$ cat src/rtl/scan_pkg.sv
`default_nettype none
// ============================================================================
//  Package     : scan_pkg
//  Description : Shared types and constants for the display scan controller
//                (state encoding, digit geometry, digit extraction helper).
//  Revision    : 1.0 - initial release
// ============================================================================
package scan_pkg;

  // Eight digits of four bits each
  localparam int unsigned NUM_DIGITS = 8;
  localparam int unsigned SEL_W      = 3;
  localparam int unsigned NIB_W      = 4;
  localparam int unsigned WORD_W     = NUM_DIGITS * NIB_W;

  // Last digit index; leaving it completes a frame
  localparam logic [SEL_W-1:0] SEL_LAST = SEL_W'(NUM_DIGITS - 1);

  typedef enum logic [1:0] {
    S_IDLE  = 2'd0,
    S_BLANK = 2'd1,
    S_ON    = 2'd2
  } scan_state_e;

  // Returns digit idx of a packed display word (digit k = bits [4k+3:4k])
  function automatic logic [NIB_W-1:0] digit_of(
    input logic [WORD_W-1:0] word,
    input logic [SEL_W-1:0]  idx
  );
    return word[NIB_W*int'(idx) +: NIB_W];
  endfunction

endpackage : scan_pkg
`default_nettype wire

$ cat src/rtl/tick_gen.sv
`default_nettype none
// ============================================================================
//  Module      : tick_gen
//  Description : Free-running prescaler. Produces a one-cycle tick every DIV
//                enabled clocks; counter is held at zero while disabled so the
//                first tick after enabling always arrives DIV cycles later.
//  Ports       : clk  - system clock
//                rst  - synchronous active-high reset
//                en   - count enable
//                tick - high in the cycle the counter sits at DIV-1 (and en=1)
//  Revision    : 1.0 - initial release
// ============================================================================
module tick_gen #(
  parameter int unsigned DIV = 1000
) (
  input  logic clk,
  input  logic rst,
  input  logic en,
  output logic tick
);

  localparam int unsigned     CNT_W    = (DIV > 1) ? $clog2(DIV) : 1;
  localparam logic [CNT_W-1:0] CNT_LAST = CNT_W'(DIV - 1);

  logic [CNT_W-1:0] cnt_q;
  logic [CNT_W-1:0] cnt_d;
  logic             at_last;

  always_comb begin
    at_last = (cnt_q == CNT_LAST);
    cnt_d   = cnt_q;
    if (!en) begin
      cnt_d = '0;
    end else if (at_last) begin
      cnt_d = '0;
    end else begin
      cnt_d = cnt_q + CNT_W'(1);
    end
  end

  assign tick = en && at_last;

  always_ff @(posedge clk) begin
    if (rst) begin
      cnt_q <= '0;
    end else begin
      cnt_q <= cnt_d;
    end
  end

endmodule : tick_gen
`default_nettype wire

$ cat src/rtl/seg_scan_ctrl.sv
`default_nettype none
// ============================================================================
//  Module      : seg_scan_ctrl
//  Description : Time-multiplexed 8-digit display scan controller. Steps a
//                digit index through BLANK/ON phases timed in prescaler ticks,
//                drives a 3-to-8 enable decoder (sel_o/en_o) and the matching
//                digit value (nibble_o). The display word is double-buffered:
//                loads land in a pending buffer and are promoted to the active
//                buffer at the 7->0 wrap, or immediately while idle.
//  Ports       : clk, rst     - clock, synchronous active-high reset
//                run          - scanning enable
//                digits_in    - eight 4-bit digits, digit k at [4k+3:4k]
//                load         - 1-cycle strobe capturing digits_in
//                digit_mask   - per-digit lit enable, sampled live
//                sel_o        - digit index to the decoder
//                en_o         - decoder enable
//                nibble_o     - value of digit sel_o
//                frame_done   - 1-cycle pulse on the 7->0 wrap
//                load_ack     - 1-cycle pulse when the active buffer updates
//  Revision    : 1.0 - initial release
// ============================================================================
module seg_scan_ctrl
  import scan_pkg::*;
#(
  parameter int unsigned DIV         = 1000,
  parameter int unsigned ON_TICKS    = 4,
  parameter int unsigned BLANK_TICKS = 1
) (
  input  logic                  clk,
  input  logic                  rst,
  input  logic                  run,
  input  logic [WORD_W-1:0]     digits_in,
  input  logic                  load,
  input  logic [NUM_DIGITS-1:0] digit_mask,
  output logic [SEL_W-1:0]      sel_o,
  output logic                  en_o,
  output logic [NIB_W-1:0]      nibble_o,
  output logic                  frame_done,
  output logic                  load_ack
);

  // Phase counter is shared by BLANK and ON, so size it for the longer one
  localparam int unsigned PH_MAX = (ON_TICKS > BLANK_TICKS) ? ON_TICKS : BLANK_TICKS;
  localparam int unsigned PH_W   = (PH_MAX > 1) ? $clog2(PH_MAX) : 1;

  localparam logic [PH_W-1:0] ON_LAST    = PH_W'(ON_TICKS - 1);
  localparam logic [PH_W-1:0] BLANK_LAST = PH_W'(BLANK_TICKS - 1);

  // --------------------------------------------------------------------------
  // Prescaler
  // --------------------------------------------------------------------------
  logic tick;

  tick_gen #(
    .DIV (DIV)
  ) u_tick_gen (
    .clk  (clk),
    .rst  (rst),
    .en   (run),
    .tick (tick)
  );

  // --------------------------------------------------------------------------
  // State
  // --------------------------------------------------------------------------
  scan_state_e      state_q,  state_d;
  logic [PH_W-1:0]  phase_q,  phase_d;
  logic [SEL_W-1:0] sel_q,    sel_d;
  logic             en_q,     en_d;
  logic [NIB_W-1:0] nib_q,    nib_d;
  logic             fd_q,     fd_d;
  logic             ack_q,    ack_d;

  logic [WORD_W-1:0] active_q, active_d;
  logic [WORD_W-1:0] pend_q,   pend_d;
  logic              pflag_q,  pflag_d;

  logic frame_wrap;   // leaving digit 7 this cycle
  logic buf_update;   // active buffer takes a new word this cycle

  // --------------------------------------------------------------------------
  // Scan FSM: next state, phase, digit index
  // --------------------------------------------------------------------------
  always_comb begin
    state_d    = state_q;
    phase_d    = phase_q;
    sel_d      = sel_q;
    frame_wrap = 1'b0;

    case (state_q)
      S_IDLE: begin
        sel_d   = '0;
        phase_d = '0;
        if (run) begin
          state_d = S_BLANK;
        end
      end

      S_BLANK: begin
        if (tick) begin
          if (phase_q == BLANK_LAST) begin
            state_d = S_ON;
            phase_d = '0;
          end else begin
            phase_d = phase_q + PH_W'(1);
          end
        end
      end

      S_ON: begin
        if (tick) begin
          if (phase_q == ON_LAST) begin
            // Digit switch always goes through BLANK, so en_o drops in the
            // same cycle sel_o changes and never overlaps it.
            state_d    = S_BLANK;
            phase_d    = '0;
            sel_d      = sel_q + SEL_W'(1);
            frame_wrap = (sel_q == SEL_LAST);
          end else begin
            phase_d = phase_q + PH_W'(1);
          end
        end
      end

      default: begin
        state_d = S_IDLE;
        phase_d = '0;
        sel_d   = '0;
      end
    endcase

    // Dropping run abandons the scan from any state
    if (!run) begin
      state_d    = S_IDLE;
      phase_d    = '0;
      sel_d      = '0;
      frame_wrap = 1'b0;
    end
  end

  // --------------------------------------------------------------------------
  // Double buffer: pending capture and promotion to active
  // --------------------------------------------------------------------------
  always_comb begin
    pend_d     = pend_q;
    pflag_d    = pflag_q;
    active_d   = active_q;
    buf_update = 1'b0;

    if (load) begin
      pend_d  = digits_in;
      pflag_d = 1'b1;
    end

    // Promotion happens at the frame wrap, or right away while idle. A load
    // in the promotion cycle itself bypasses the pending buffer.
    if ((state_q == S_IDLE || frame_wrap) && (load || pflag_q)) begin
      active_d   = load ? digits_in : pend_q;
      pflag_d    = 1'b0;
      buf_update = 1'b1;
    end
  end

  // --------------------------------------------------------------------------
  // Registered outputs, all computed from next-state values so sel_o,
  // nibble_o and en_o always change together.
  // --------------------------------------------------------------------------
  always_comb begin
    en_d  = (state_d == S_ON) && digit_mask[sel_d];
    nib_d = digit_of(active_d, sel_d);
    fd_d  = frame_wrap;
    ack_d = buf_update;
  end

  always_ff @(posedge clk) begin
    if (rst) begin
      state_q  <= S_IDLE;
      phase_q  <= '0;
      sel_q    <= '0;
      en_q     <= 1'b0;
      nib_q    <= '0;
      fd_q     <= 1'b0;
      ack_q    <= 1'b0;
      active_q <= '0;
      pend_q   <= '0;
      pflag_q  <= 1'b0;
    end else begin
      state_q  <= state_d;
      phase_q  <= phase_d;
      sel_q    <= sel_d;
      en_q     <= en_d;
      nib_q    <= nib_d;
      fd_q     <= fd_d;
      ack_q    <= ack_d;
      active_q <= active_d;
      pend_q   <= pend_d;
      pflag_q  <= pflag_d;
    end
  end

  assign sel_o      = sel_q;
  assign en_o       = en_q;
  assign nibble_o   = nib_q;
  assign frame_done = fd_q;
  assign load_ack   = ack_q;

endmodule : seg_scan_ctrl
`default_nettype wire

$ cat config.mk
export PLATFORM = sky130hd
export DESIGN_NAME = seg_scan_ctrl
export DESIGN_NICKNAME = d
export VERILOG_FILES = /design/src/rtl/scan_pkg.sv /design/src/rtl/tick_gen.sv /design/src/rtl/seg_scan_ctrl.sv
export SDC_FILE = /design/constraint.sdc
export NUM_CORES = 1
export LEC_CHECK = 0
export CAP_MARGIN = 20
export CORE_MARGIN = 8
export CORE_UTILIZATION = 40
export DETAILED_ROUTE_END_ITERATION = 10
export GPL_TIMING_DRIVEN = 0
export PLACE_DENSITY = 0.72
export RECOVER_POWER = 25
export SETUP_SLACK_MARGIN = 0.5
export SKIP_CTS_REPAIR_TIMING = 1
export SLEW_MARGIN = 25
export SYNTH_ARGS = -nofsm -noshare
export SYNTH_HDL_FRONTEND = slang
export SYNTH_SLANG_ARGS = --single-unit
$ cat constraint.sdc
create_clock -name clk -period 5.1 [get_ports clk]
set_clock_uncertainty 0.15 [all_clocks]
set_input_delay 0.51 -clock clk [delete_from_list [all_inputs] [get_ports clk]]
set_output_delay 0.51 -clock clk [all_outputs]
set_load 0.05 [all_outputs]
==> key figures <==
Floorplanning
  • Starting density of the core: 0.408
  • Die width: 118 microns
  • I/O pin total: 54
  • Core area: 0.0102 sq mm
  • Die area: 0.0140 sq mm
  • Die H: 118 microns
  • Row count: 37

Drt
  • Pre-Repair DR Iteration Count: 5
  • Antenna Nets Post-Route: 0
  • Met1 Routed Length: 5080 microns
  • Vias: 3820
  • Wire per inst: 15.9 microns
  • DRC violation count after routing: 0
  • Top sig layer: met4
  • WL final: 11200 microns
  • Vias/cell: 5.45
  • Met3 wire len: 487 microns
  • Initial DRC Count: 258
  • Routed length on met2: 5400 microns

Clock tree
  • Clock sinks: 89
  • Clock slew at reported path FFs: 0.08 ns
  • # H-tree levels: 3
  • CTS Buf Count: 9
  • CTS max path bufs: 2
  • Root buffer cell: clkbuf_8
  • Worst-Skew Late Latency: 0.36 ns
  • CTS tree: built

Synthesis
  • Multiplexer share of the synthesized area: 0.0585
  • Top FF cell, synth: dfxtp_1
  • #FFs+latches synth: 89
  • Syn. warnings: 0
  • Syn Area/Cell: 8.39 sq um
  • EDFF count, synth: 0
  • Syn Inst Count: 497
  • Post-synthesis xor/xnor area fraction: 0.0147
  • Sequential area share after synthesis: 0.427
  • Adder-Cell Fraction of Synth Area: 0.0300
  • Syn nets: 551
  • Synth top area cells: dfxtp_1 (43%), a21oi_1 (7.8%), nor2_1 (6.2%)
  • Top cell type's share of synthesized area: 0.427
  • Yosys cell types: 49
  • Synth Cell Area: 0.00417 sq mm
  • Post-synth ARST share: 0
  • Largest family of logic cells by synthesized area: compound AO/OA/AOI/OAI gates
  • Compound-cell area share of the yosys netlist: 0.221
  • Synth area leader: dfxtp_1
  • Post-Synth Simple-Gate Area: 0.204

Critical path
  • CP required: 5.24 ns
  • Startpoint types: flip-flop
  • Worst Path Buf+Inv: 1
  • Slowest CP cell: nor4_4
  • Setup CP Type: reg2reg
  • Kind of end point of the critical path: flip-flop
  • Worst path top cell family by delay: simple AND/OR/NAND/NOR gates
  • CP arrival: 3.31 ns
  • Maximum fanout along the worst path: 10
  • CP cell instances: ha_1 -> nand4bb_1 -> nor4_4 -> mux2i_1 -> or2_1 -> clkbuf_1 -> o21ai_0 -> a41oi_1 -> and4b_1
  • Worst path max stage delay: 0.48 ns

Global route
  • Number of global-route vias before repair: 3790
  • Tot GR Track Use: 0.161
  • Antenna violations before repair: 0
  • Total gr overflow: 0
  • Global-route wire length before repair: 18500 microns
  • Pin count of the biggest net entering global routing: 15

Layout
  • Fraction of layout cells with a size suffix above 1: 0.0584
  • Synth-to-Final Area Change: 20.3%
  • Ant diodes: 0
  • Area occupied by multi-input gates: 0.00219 sq mm
  • Post-layout util: 0.491
  • Sequential cell area: 0.00178 sq mm
  • Post-layout nets: 614
  • Fillers: 993

Pwr
  • Leak Pwr: 1.81 nW
  • Pwr dens: 271 mW/mm^2
  • Worst vdd ir: 0.000127 V
  • Pwr Total: 1.36 mW

STA
  • Total Neg Setup Slack: 0 ns
  • Min Tclk post-route: 3.17 ns
  • Final Hold Viols: 0
  • Endpoints failing setup: 0
  • Relative slew slack: 0.465
  • RSZ-0062 raised after global routing: false
  • Max-slew violations: 0
  • Max frequency: 316 MHz
  • Period utilisation layout: 0.621
  • Worst Tran Pin Value: 0.802 ns

Placed design
  • Port Buffer Count: 52
  • RD Place Congestion: 0.880
  • Post-DP HPWL: 8210 microns

Worst hold path
  • Hold Crit Class: reg2reg

Run
  • Max Cap Violations: 0

Outcome
  • Status: finished, final reports clean
power breakdown:
group / total (mW) / switching [mW] / internal (mW)
clock: 0.437 / 0.248 / 0.189
combinational: 0.179 / 0.101 / 0.0779
sequential: 0.744 / 0.0152 / 0.728
cells by family (layout without fill, tap and decap cells):
| group | count (synthesis) | after routing |
|---|---|---|
| buffers and inverters | 43 | 111 |
| AO/OA/AOI/OAI | 147 | 147 |
| AND/OR/NAND/NOR | 178 | 178 |
| adder cells (fa/ha/maj) | 10 | 10 |
| multiplexers | 23 | 23 |
| flip-flops | 89 | 89 |
| XOR/XNOR | 7 | 7 |
flip-flops by register name, indices dropped and copies added (netlist names):
signal            count
load_ack              1
state_q               2
pflag_q               1
en_o                  1
sel_o                 3
frame_done            1
nibble_o              4
phase_q               2
u_tick_gen.cnt_q     10
pend_q               32
active_q             32
worst paths after layout:
check,from,end,slack (ns),cells past startpoint
worst min register to register,u_tick_gen.cnt_q[0]$_SDFF_PP0_,u_tick_gen.cnt_q[0]$_SDFF_PP0_,0.31,1
worst max register to register,u_tick_gen.cnt_q[0]$_SDFF_PP0_,nibble_o[3]$_SDFF_PP0_,1.93,9
worst min-delay path,u_tick_gen.cnt_q[0]$_SDFF_PP0_,u_tick_gen.cnt_q[0]$_SDFF_PP0_,0.31,1
worst max-delay path,u_tick_gen.cnt_q[0]$_SDFF_PP0_,nibble_o[3]$_SDFF_PP0_,1.93,9
metal layers:
metal  global-route usage  vias to the layer above
li1                     -                     1899
met5                    0                        -
met1                0.199                     1808
met3               0.0326                       14
met2                0.269                       99
met4               0.0592                        0
layout by cell type (no fill, tap or decap), types with 2 or more instances in the layout:
cell / instances
xor2_1: 4
clkdlybuf4s50_1: 51
o21a_1: 17
ha_1: 10
nor3_1: 5
nand3b_1: 6
mux2i_1: 21
nand3_1: 11
inv_1: 10
clkinv_2: 3
clkbuf_8: 10
a21oi_1: 65
buf_6: 2
buf_2: 7
a41oi_1: 4
a32oi_1: 16
or3_1: 10
xnor2_1: 3
and4_1: 3
a22oi_1: 16
and2_1: 2
nor2_1: 69
dfxtp_1: 89
nand2_1: 57
a31oi_1: 3
clkbuf_1: 25
and3_1: 2
o21ai_0: 18
stage by stage:
stage               hold WS (ns)  area [sq um]  setup WS, ns  std cells
global route               0.338          5020          1.70        701
finish                     0.311          5020          1.93        701
global placement           0.291          4860          1.67        685
CTS                        0.318          5030          1.97        701
detailed placement         0.298          4860          1.60        685
floorplan                  0.280          4170          2.34        497
synthesized netlist by cell type (2+ instances only):
cell      instances
inv_1            10
a32oi_1          16
nand3_1          11
dfxtp_1          89
a22oi_1          16
nand2_1          57
a21oi_1          65
o21ai_0          18
xnor2_1           3
buf_1             3
buf_2             7
a31oi_1           3
mux2i_1          21
a41oi_1           4
and4_1            3
xor2_1            4
or3_1            10
and3_1            2
ha_1             10
nor2_1           69
buf_6             2
nor3_1            5
clkbuf_1         21
o21a_1           17
and2_1            2
nand3b_1          6
layout make-up:
class                   count  share of cell area
plain buffers              33              0.0294
clock buffers              11              0.0282
inverters                  10             0.00748
repair buffers             52               0.104
flip-flops and latches     89               0.355
clock inverters             5             0.00623
well taps                 136              0.0339
multi-input cells         365               0.436
Power figures use the tool's default switching activity.
